`config.mk`:
```
export PLATFORM = sky130hd
export DESIGN_NAME = restador_serial_ctrl_flat
export DESIGN_NICKNAME = d
export VERILOG_FILES = /design/src/rtl/restador_serial_ctrl_pkg.sv /design/src/rtl/restador_serial_ctrl_if.sv /design/src/rtl/restador_serial_ctrl_restador1bit.sv /design/src/rtl/restador_serial_ctrl.sv /design/src/flat_wrapper.sv
export SDC_FILE = /design/constraint.sdc
export NUM_CORES = 1
export LEC_CHECK = 0
export CAP_MARGIN = 30
export CORE_ASPECT_RATIO = 1.25
export CORE_UTILIZATION = 35
export DETAILED_ROUTE_END_ITERATION = 8
export HOLD_SLACK_MARGIN = 0.05
export SLEW_MARGIN = 20
export SYNTH_ARGS = -nofsm -noshare
export SYNTH_HDL_FRONTEND = slang
export SYNTH_HIERARCHICAL = 1
export SYNTH_SLANG_ARGS = --single-unit
```
`constraint.sdc`:
```
create_clock -name clk -period 4.1 [get_ports clk]
set_clock_uncertainty 0.05 [all_clocks]
set_input_delay 1.23 -clock clk [delete_from_list [all_inputs] [get_ports clk]]
set_output_delay 1.23 -clock clk [all_outputs]
set_load 0.03 [all_outputs]
```
`src/rtl/restador_serial_ctrl_pkg.sv`:
```
// Shared types and constants for the bit-serial subtraction controller.
package restador_pkg;

    typedef enum logic [1:0] {IDLE, RUN, DONE} estado_t;

    localparam int unsigned N_DEF = 4;

endpackage

```
`src/rtl/restador_serial_ctrl_if.sv`:
```
// Start/operand/result bundle between the operand logic and the serial subtractor.
interface restador_serial_ctrl_if
    import restador_pkg::*;
#(
    parameter int unsigned N = N_DEF
);
    logic         start;
    logic [N-1:0] a;
    logic [N-1:0] b;
    logic         bin;
    logic         busy;
    logic         done;
    logic [N-1:0] resultado;
    logic         borrow;

    modport master (
        output start, a, b, bin,
        input  busy, done, resultado, borrow
    );

    modport slave (
        input  start, a, b, bin,
        output busy, done, resultado, borrow
    );
endinterface

```
`src/rtl/restador_serial_ctrl_restador1bit.sv`:
```
// One-bit full subtractor cell: difference and borrow-out of A - B - Cin.
module Restador1Bit (
    input  logic A,
    input  logic B,
    input  logic Cin,
    output logic resta,
    output logic Cout
);
    assign resta = A ^ B ^ Cin;
    assign Cout  = (~A & B) | (~(A ^ B) & Cin);
endmodule

```
`src/rtl/restador_serial_ctrl.sv`:
```
// Sequences one Restador1Bit cell LSB first to form (a - b - bin) mod 2^N,
// recirculating the borrow through a register and pulsing done when finished.
module restador_serial_ctrl
    import restador_pkg::*;
#(
    parameter int unsigned N = N_DEF
) (
    input  logic                  clk,
    input  logic                  rst,
    restador_serial_ctrl_if.slave bus
);
    localparam int unsigned IDXW = $clog2(N);
    localparam logic [IDXW-1:0] IDX_LAST = IDXW'(N - 1);

    estado_t         state_q, state_d;
    logic [IDXW-1:0] idx_q, idx_d;
    logic [N-1:0]    a_q, a_d;
    logic [N-1:0]    b_q, b_d;
    logic            brw_q, brw_d;
    logic [N-1:0]    part_q, part_d;
    logic [N-1:0]    res_q, res_d;
    logic            borrow_q, borrow_d;
    logic            busy_q, busy_d;
    logic            done_q, done_d;

    logic cell_a_c, cell_b_c, resta_c, cout_c;

    assign cell_a_c = a_q[idx_q];
    assign cell_b_c = b_q[idx_q];

    Restador1Bit u_cell (
        .A     (cell_a_c),
        .B     (cell_b_c),
        .Cin   (brw_q),
        .resta (resta_c),
        .Cout  (cout_c)
    );

    always_ff @(posedge clk) begin
        if (rst) begin
            state_q  <= IDLE;
            idx_q    <= '0;
            a_q      <= '0;
            b_q      <= '0;
            brw_q    <= 1'b0;
            part_q   <= '0;
            res_q    <= '0;
            borrow_q <= 1'b0;
            busy_q   <= 1'b0;
            done_q   <= 1'b0;
        end else begin
            state_q  <= state_d;
            idx_q    <= idx_d;
            a_q      <= a_d;
            b_q      <= b_d;
            brw_q    <= brw_d;
            part_q   <= part_d;
            res_q    <= res_d;
            borrow_q <= borrow_d;
            busy_q   <= busy_d;
            done_q   <= done_d;
        end
    end

    always_comb begin
        state_d  = state_q;
        idx_d    = idx_q;
        a_d      = a_q;
        b_d      = b_q;
        brw_d    = brw_q;
        part_d   = part_q;
        res_d    = res_q;
        borrow_d = borrow_q;

        unique case (state_q)
            IDLE: begin
                if (bus.start) begin
                    state_d = RUN;
                    a_d     = bus.a;
                    b_d     = bus.b;
                    brw_d   = bus.bin;
                    idx_d   = '0;
                    part_d  = '0;
                end
            end
            RUN: begin
                part_d[idx_q] = resta_c;
                brw_d         = cout_c;
                // Last bit: publish result and final borrow together.
                if (idx_q == IDX_LAST) begin
                    state_d  = DONE;
                    res_d    = part_d;
                    borrow_d = cout_c;
                end else begin
                    idx_d = idx_q + IDXW'(1);
                end
            end
            DONE: begin
                state_d = IDLE;
            end
            default: begin
                state_d = IDLE;
            end
        endcase

        busy_d = (state_d != IDLE);
        done_d = (state_d == DONE);
    end

    assign bus.busy      = busy_q;
    assign bus.done      = done_q;
    assign bus.resultado = res_q;
    assign bus.borrow    = borrow_q;
endmodule
```
`src/flat_wrapper.sv`:
```
// flat-port wrapper written by rule: the top's interface ports become plain ports
module restador_serial_ctrl_flat import restador_pkg::*;
#(
    parameter int unsigned N = N_DEF
)
  (clk, rst, bus_start, bus_a, bus_b, bus_bin, bus_busy, bus_done, bus_resultado, bus_borrow);
  restador_serial_ctrl_if #(.N(N)) bus_i ();
  input  logic clk;
  input  logic rst;
  input wire logic [$bits(bus_i.start)-1:0] bus_start;
  input wire logic [$bits(bus_i.a)-1:0] bus_a;
  input wire logic [$bits(bus_i.b)-1:0] bus_b;
  input wire logic [$bits(bus_i.bin)-1:0] bus_bin;
  output wire logic [$bits(bus_i.busy)-1:0] bus_busy;
  output wire logic [$bits(bus_i.done)-1:0] bus_done;
  output wire logic [$bits(bus_i.resultado)-1:0] bus_resultado;
  output wire logic [$bits(bus_i.borrow)-1:0] bus_borrow;
  assign bus_i.start = bus_start;
  assign bus_i.a = bus_a;
  assign bus_i.b = bus_b;
  assign bus_i.bin = bus_bin;
  assign bus_busy = bus_i.busy;
  assign bus_done = bus_i.done;
  assign bus_resultado = bus_i.resultado;
  assign bus_borrow = bus_i.borrow;
  restador_serial_ctrl #(.N(N)) u_core (.clk(clk), .rst(rst), .bus(bus_i));
endmodule
```
## Yosys cells after proc, flatten, opt, wreduce, memory -nomap -nowiden

Cells that the tools add are included.
W data, S select, Z words.

- Bits in registers: 24
- Bits of input ports: 12
- Output and inout port bits: 7
- Logic and storage cells: 50

- $add $sub $neg: 1
- Magnitude comparators: 2
- Eq/ne operators: 5
- Muxes and demuxes: 17
- Bitwise operators: 7
- Reduce and logical (&&, ||, !) cells: 8

Operators with widths:

| kind | count |
|---|---|
| $mux W2 | 4 |
| $pmux W2 S2 | 2 |
| $pmux W4 S2 | 1 |
| $reduce_and A2 Y1 | 3 |
| $bmux W1 S2 | 2 |
| $bwmux W4 | 1 |
| $eq A2 B2 Y1 const B | 2 |
| $mux W1 | 4 |
| $mux W4 | 1 |
| $ne A2 B2 Y1 const B | 2 |
| $reduce_bool A2 Y1 | 2 |
| $lt A2 B3 Y1 const B | 1 |
| $reduce_and A3 Y1 | 1 |
| $add A2 B1 Y2 const B | 1 |
| $and A1 B1 Y1 | 2 |
| $demux W1 S2 | 1 |
| $eq A2 B1 Y1 const B | 1 |
| $ge A2 B1 Y1 const B | 1 |
| $logic_not A2 Y1 | 1 |
| $not A1 Y1 | 2 |
| $pmux W1 S2 | 1 |
| $xor A1 B1 Y1 | 2 |
| $logic_and A1 B1 Y1 | 1 |
| $or A1 B1 Y1 | 1 |

## Logic depth before layout (Yosys ltp)

- Depth after elaboration: 7
- Gate-level depth with buffers: 7
- Mapped depth without buffers: 7

## Modules after synthesis

The synthesis kept the hierarchy.

By module, submodules not included:

| module | times used | cells an instance | area an instance (µm²) | sequential area each (µm²) |
|---|---|---|---|---|
| restador_serial_ctrl | 1 | 100 | 1006.0 | 460.4 |
| Restador1Bit | 1 | 4 | 31.3 | 0.0 |

## Least setup slack after synthesis

No wires, ideal clock.

- Path type: reg2reg
- Start point: register u_core.idx_q[0]
- End point: register u_core.part_q[0]
- Library setup time: 0.057 ns
- Arrival: 1.984 ns
- Required time: 3.993 ns
- Path slack: 2.008 ns
- Cell stages (with the launch flop): 6
- Path buffers: 0
- Period minus slack after synthesis: 2.092 ns
- Cell sequence: dfxtp_1 mux4_2 fa_1 nand3b_1 nor3b_1 a31o_2

- Word-level cells in the longest chain between the ends: 6
- Elaborated cells between the ends (all ways): 13
- Those cells by class: order compare (2); mux (8); bitwise (2); reduce/logical (1)

RTL lines:

| item | line | text |
|---|---|---|
| start, declared | restador_serial_ctrl.sv:16 | `logic [IDXW-1:0] idx_q, idx_d;` |
| start signal, assigned | restador_serial_ctrl.sv:53 | `idx_q <= idx_d;` |
| $bmux W1 S2 | restador_serial_ctrl.sv:28 | `assign cell_a_c = a_q[idx_q];` |
| $mux W1 (not written as such) | restador_serial_ctrl.sv:28 |  |
| via u_core.cell_a_c | restador_serial_ctrl.sv:26 | `logic cell_a_c, cell_b_c, resta_c, cout_c;` |
| $xor A1 B1 Y1 (2 in series) | restador_serial_ctrl_restador1bit.sv:9 | `assign resta = A ^ B ^ Cin;` |
| via u_core.resta_c | restador_serial_ctrl.sv:26 |  |
| $bwmux W4 | restador_serial_ctrl.sv:87 | `part_d[idx_q] = resta_c;` |
| $pmux W4 S2 | restador_serial_ctrl.sv:75 | `unique case (state_q)` |
| end signal, assigned | restador_serial_ctrl.sv:57 | `part_q <= part_d;` |
| end, declared | restador_serial_ctrl.sv:20 | `logic [N-1:0] part_q, part_d;` |

The timed path passes the listed nets, and every way through them passes these cells. The select of a mux whose other input is x is not followed.
A chain may end at the register's enable or synchronous reset.

## Worst setup path after layout

- Start point: register u_core.res_q[1], in the netlist u_core/bus.resultado[1]
- End point: output port bus_resultado[1]

RTL lines:

| item | line | text |
|---|---|---|
| start, declared | restador_serial_ctrl.sv:21 | `logic [N-1:0] res_q, res_d;` |
| start signal, assigned | restador_serial_ctrl.sv:58 | `res_q <= res_d;` |
| end, declared | flat_wrapper.sv:16 | `output wire logic [$bits(bus_i.resultado)-1:0] bus_resultado;` |

No word-level cell between the ends.

==> parameters.txt <==
Parameter                              Value

Clocking
  Clock Path Buffers ... 2
  Post-cts hold buffer count ... 0
  Post-cts sizing count ... 0
  Buffer type at the clock tree root ... sky130_fd_sc_hd__clkbuf_4
  Clock input transition at the sequential cells of the worst setup and hold paths ... approximately 0.12 ns
  Sink Count ... 23
  Clock tree from TritonCTS ... built
  Depth of the CTS H-tree ... 1
  Worst-skew pair later-pin latency ... around 0.30 ns
  Setup Buffers After CTS ... 0
  Total clock buffers created by CTS ... 3

Synth
  Cell area after synthesis ... roughly 1000 µm²
  Synth warnings ... 6
  Post-synthesis share of cell area spent on full adders, half adders and majority gates ... 0.0676
  Fraction of synthesized cell area in xor and xnor cells ... 0
  Area fraction in compound gates after synthesis ... 0.106
  Most frequent cell after synthesis ... sky130_fd_sc_hd__dfxtp_1
  Post-synth EDFFs ... 0
  Fraction of the yosys area taken by sequential cells ... 0.444
  Area share of the largest cell type after synthesis ... 0.444
  Distinct cells, synth ... 26
  Count of state elements after synthesis ... 23
  Most common library cells after synthesis ... sky130_fd_sc_hd__dfxtp_1, sky130_fd_sc_hd__nor2_1, sky130_fd_sc_hd__mux2i_1
  Synthesized area per cell ... between 9 and 10 µm²
  Largest family of logic cells by synthesized area ... simple AND/OR/NAND/NOR gates
  Async set-or-reset flop fraction in the synthesized netlist ... 0
  Net count of the mapped netlist ... around 120
  Top_reg_cell synth ... sky130_fd_sc_hd__dfxtp_1
  Top cells by area, synth ... sky130_fd_sc_hd__dfxtp_1, sky130_fd_sc_hd__mux2i_1, sky130_fd_sc_hd__nor2_1
  Multiplexer area fraction after synthesis ... 0.150
  Cell type with the highest aggregate area in the netlist ... sky130_fd_sc_hd__dfxtp_1
  Area share of and/or/nand/nor cells after synthesis ... 0.177
  Number of instances in the synthesized netlist ... between 100 and 150

Route
  Metal-1 WL ... approximately 750 µm
  Number of design-rule violations left by the first detailed-router iteration ... 5
  Post-detailed-route via-to-cell ratio ... between 4 and 5
  Detailed route wirelength on metal3 ... 59 µm
  Total length of routed met2 wires ... about 890 µm
  Max layer used ... met4
  DRT antenna net count ... 0
  Drt drc ... 0
  Length of the first detailed-routing pass in iterations ... 2
  WL per Instance ... about 11 µm
  Total routed wirelength ... around 1700 µm
  Via total after detailed routing ... 776

Hold path
  Worst hold path startpoint ... u_core/bus.resultado[3]
  Hold/Removal Path Class ... register to register
  Count of cells along the worst hold path ... 2
  Capture endpoint of the worst hold path ... u_core/bus.resultado[3]

Global route
  Overflow left after global routing ... 0
  First-pass GRT wire length ... slightly below 3000 µm
  Maximum number of pins on one net before global-route repair ... 24
  Vias in the first global route ... roughly 700
  Initial antenna violation count ... 0
  Total global routing track utilization ... 0.122

Pwr
  Overall power ... approximately 0.4 mW
  Power density over the cells ... ~330 nW/µm²
  Max rail drop VDD ... 0.157 mV
  Lkg Pwr ... 0.490 nW

STA
  Accumulated negative setup slack ... 0 ns
  Fin crit share ... 0.634
  Worst slew slack as a fraction of its limit ... 0.726
  Setup violators final ... 0
  Final worst path period need ... 2.60 ns
  Worst-Margin Slew ... a little over 0.4 ns
  RSZ-0062 raised after global routing ... false
  Final hold violation count ... 0
  Slew Viols, Final ... 0
  Max Freq ... 385 MHz

Worst setup path
  End of the worst register-to-register path ... u_core/part_q[2]
  Number of buffer and inverter instances along the worst setup path ... 1
  Maximum fanout encountered on the critical timing path ... 2
  Worst-case reg-to-reg path depth ... 5
  Sort of element at the end of the critical path ... output port
  Gate family responsible for the most delay along the worst path ... buffers and inverters
  CP peak stage delay ... 0.66 ns
  Arrival time reported for the critical path endpoint ... 1.32 ns
  Worst R2R Start ... u_core/idx_q[0]
  Critical-path cell list ... clkdlybuf4s50_1
  Cell type of the slowest stage on the worst timing path ... sky130_fd_sc_hd__clkdlybuf4s50_1
  Worst R2R Setup Slack ... 1.77 ns
  Type of origin of the critical path ... register
  Critical path class ... register to output port
  WP data required ... 2.82 ns

Finish
  Layout cells sized above 1 ... 0.114
  Diodes inserted ... 0
  Synth-to-layout area growth ... 22.2%
  # fillers ... between 200 and 300
  Layout net count ... between 100 and 150

Floorplanning
  Effective utilization at floorplan ... 0.376
  Total die area ... roughly 3200 µm²
  Rows ... 21
  Core area ... 2760 µm²
  Width of the die ... 50.7 µm
  Number of top-level pins ... 19
  Height of the die ... about 63 µm

Placed design
  Number of buffers inserted by port buffering ... 18
  Global placer's final weighted congestion ... approximately 0.7
  HPWL Detailed ... 1320 µm

Job
  Max-cap check violation count ... 0

Status
  Outcome ... completed
-- per-stage QoR --
stage / util / cell area (µm²) / setup slack [ns] / instances / hold WS, ns
2_1_floorplan: - / 1040 / 2.01 / 104 / 0.405
3_3_place_gp: 0.449 / 1240 / 1.45 / 153 / 0.393
3_5_place_dp: 0.449 / 1240 / 1.43 / 153 / 0.398
4_1_cts: 0.459 / 1270 / 1.48 / 157 / 0.415
5_1_grt: 0.459 / 1270 / 1.43 / 157 / 0.450
6_report: 0.459 / 1270 / 1.50 / 157 / 0.412
-- power breakdown --
group          switching [mW]  internal, mW  leakage, nW
Sequential            0.00805         0.233        0.188
Clock                  0.0651        0.0364       0.0177
Combinational          0.0320        0.0372        0.284
-- layer usage --
layer | vias to the layer above | track usage
met2 | 15 | 0.208
met5 | - | 0
met1 | 362 | 0.136
met4 | 0 | 0.0625
li1 | 397 | -
met3 | 2 | 0.0292
-- flip-flops by register name, summed over array words and instances, names as in the netlist --
register,cells
u_core/a_q,4
u_core/b_q,4
u_core/bus.resultado,4
u_core/part_q,3
u_core/idx_q,2
u_core/state_q,2
u_core/brw_q,1
u_core/bus.borrow,1
u_core/bus.busy,1
u_core/bus.done,1
-- cell families after synthesis --
group	after synthesis
simple gates	36
flops	23
compound gates	16
mux	13
buf+inv	11
fa+ha+maj	5
-- area by class of cell --
class | instances | area, µm² | share of cell area
inverter | 6 | 22.5 | 0.0178
tap | 34 | 42.5 | 0.0336
timing repair buffer | 20 | 195 | 0.154
multi-input combinational | 70 | 519 | 0.410
clock buffer | 3 | 22.5 | 0.0178
clock inverter | 1 | 5.00 | 0.00395
sequential | 23 | 460 | 0.363
-- placed cells by master (no fill, tap or decap), types with 2 or more instances in the layout --
| master | n |
|---|---|
| sky130_fd_sc_hd__inv_1 | 6 |
| sky130_fd_sc_hd__o21ai_0 | 3 |
| sky130_fd_sc_hd__dfxtp_1 | 23 |
| sky130_fd_sc_hd__a21oi_1 | 4 |
| sky130_fd_sc_hd__nor2_1 | 17 |
| sky130_fd_sc_hd__buf_4 | 2 |
| sky130_fd_sc_hd__mux2i_1 | 11 |
| sky130_fd_sc_hd__nand2_1 | 5 |
| sky130_fd_sc_hd__mux4_2 | 2 |
| sky130_fd_sc_hd__nor3b_1 | 5 |
| sky130_fd_sc_hd__clkbuf_4 | 3 |
| sky130_fd_sc_hd__ha_1 | 4 |
| sky130_fd_sc_hd__clkdlybuf4s50_1 | 18 |
| sky130_fd_sc_hd__a211oi_1 | 3 |
| sky130_fd_sc_hd__a31o_2 | 4 |
| sky130_fd_sc_hd__nand3b_1 | 2 |
-- worst max path at each step --
stage / slack (ns) / depth (start not counted) / start / to
after CTS: 1.48 / 1 / u_core/bus.resultado[1] / bus_resultado[1]
after global routing: 1.43 / 1 / u_core/bus.resultado[1] / bus_resultado[1]
after detailed placement: 1.43 / 5 / bus_start / u_core/idx_q[0]
after global placement: 1.45 / 5 / bus_start / u_core/idx_q[0]
after floorplan: 2.01 / 5 / u_core/idx_q[0] / u_core/part_q[0]
final: 1.50 / 1 / u_core/bus.resultado[1] / bus_resultado[1]
Note: power is estimated with default switching activity, not from simulation.
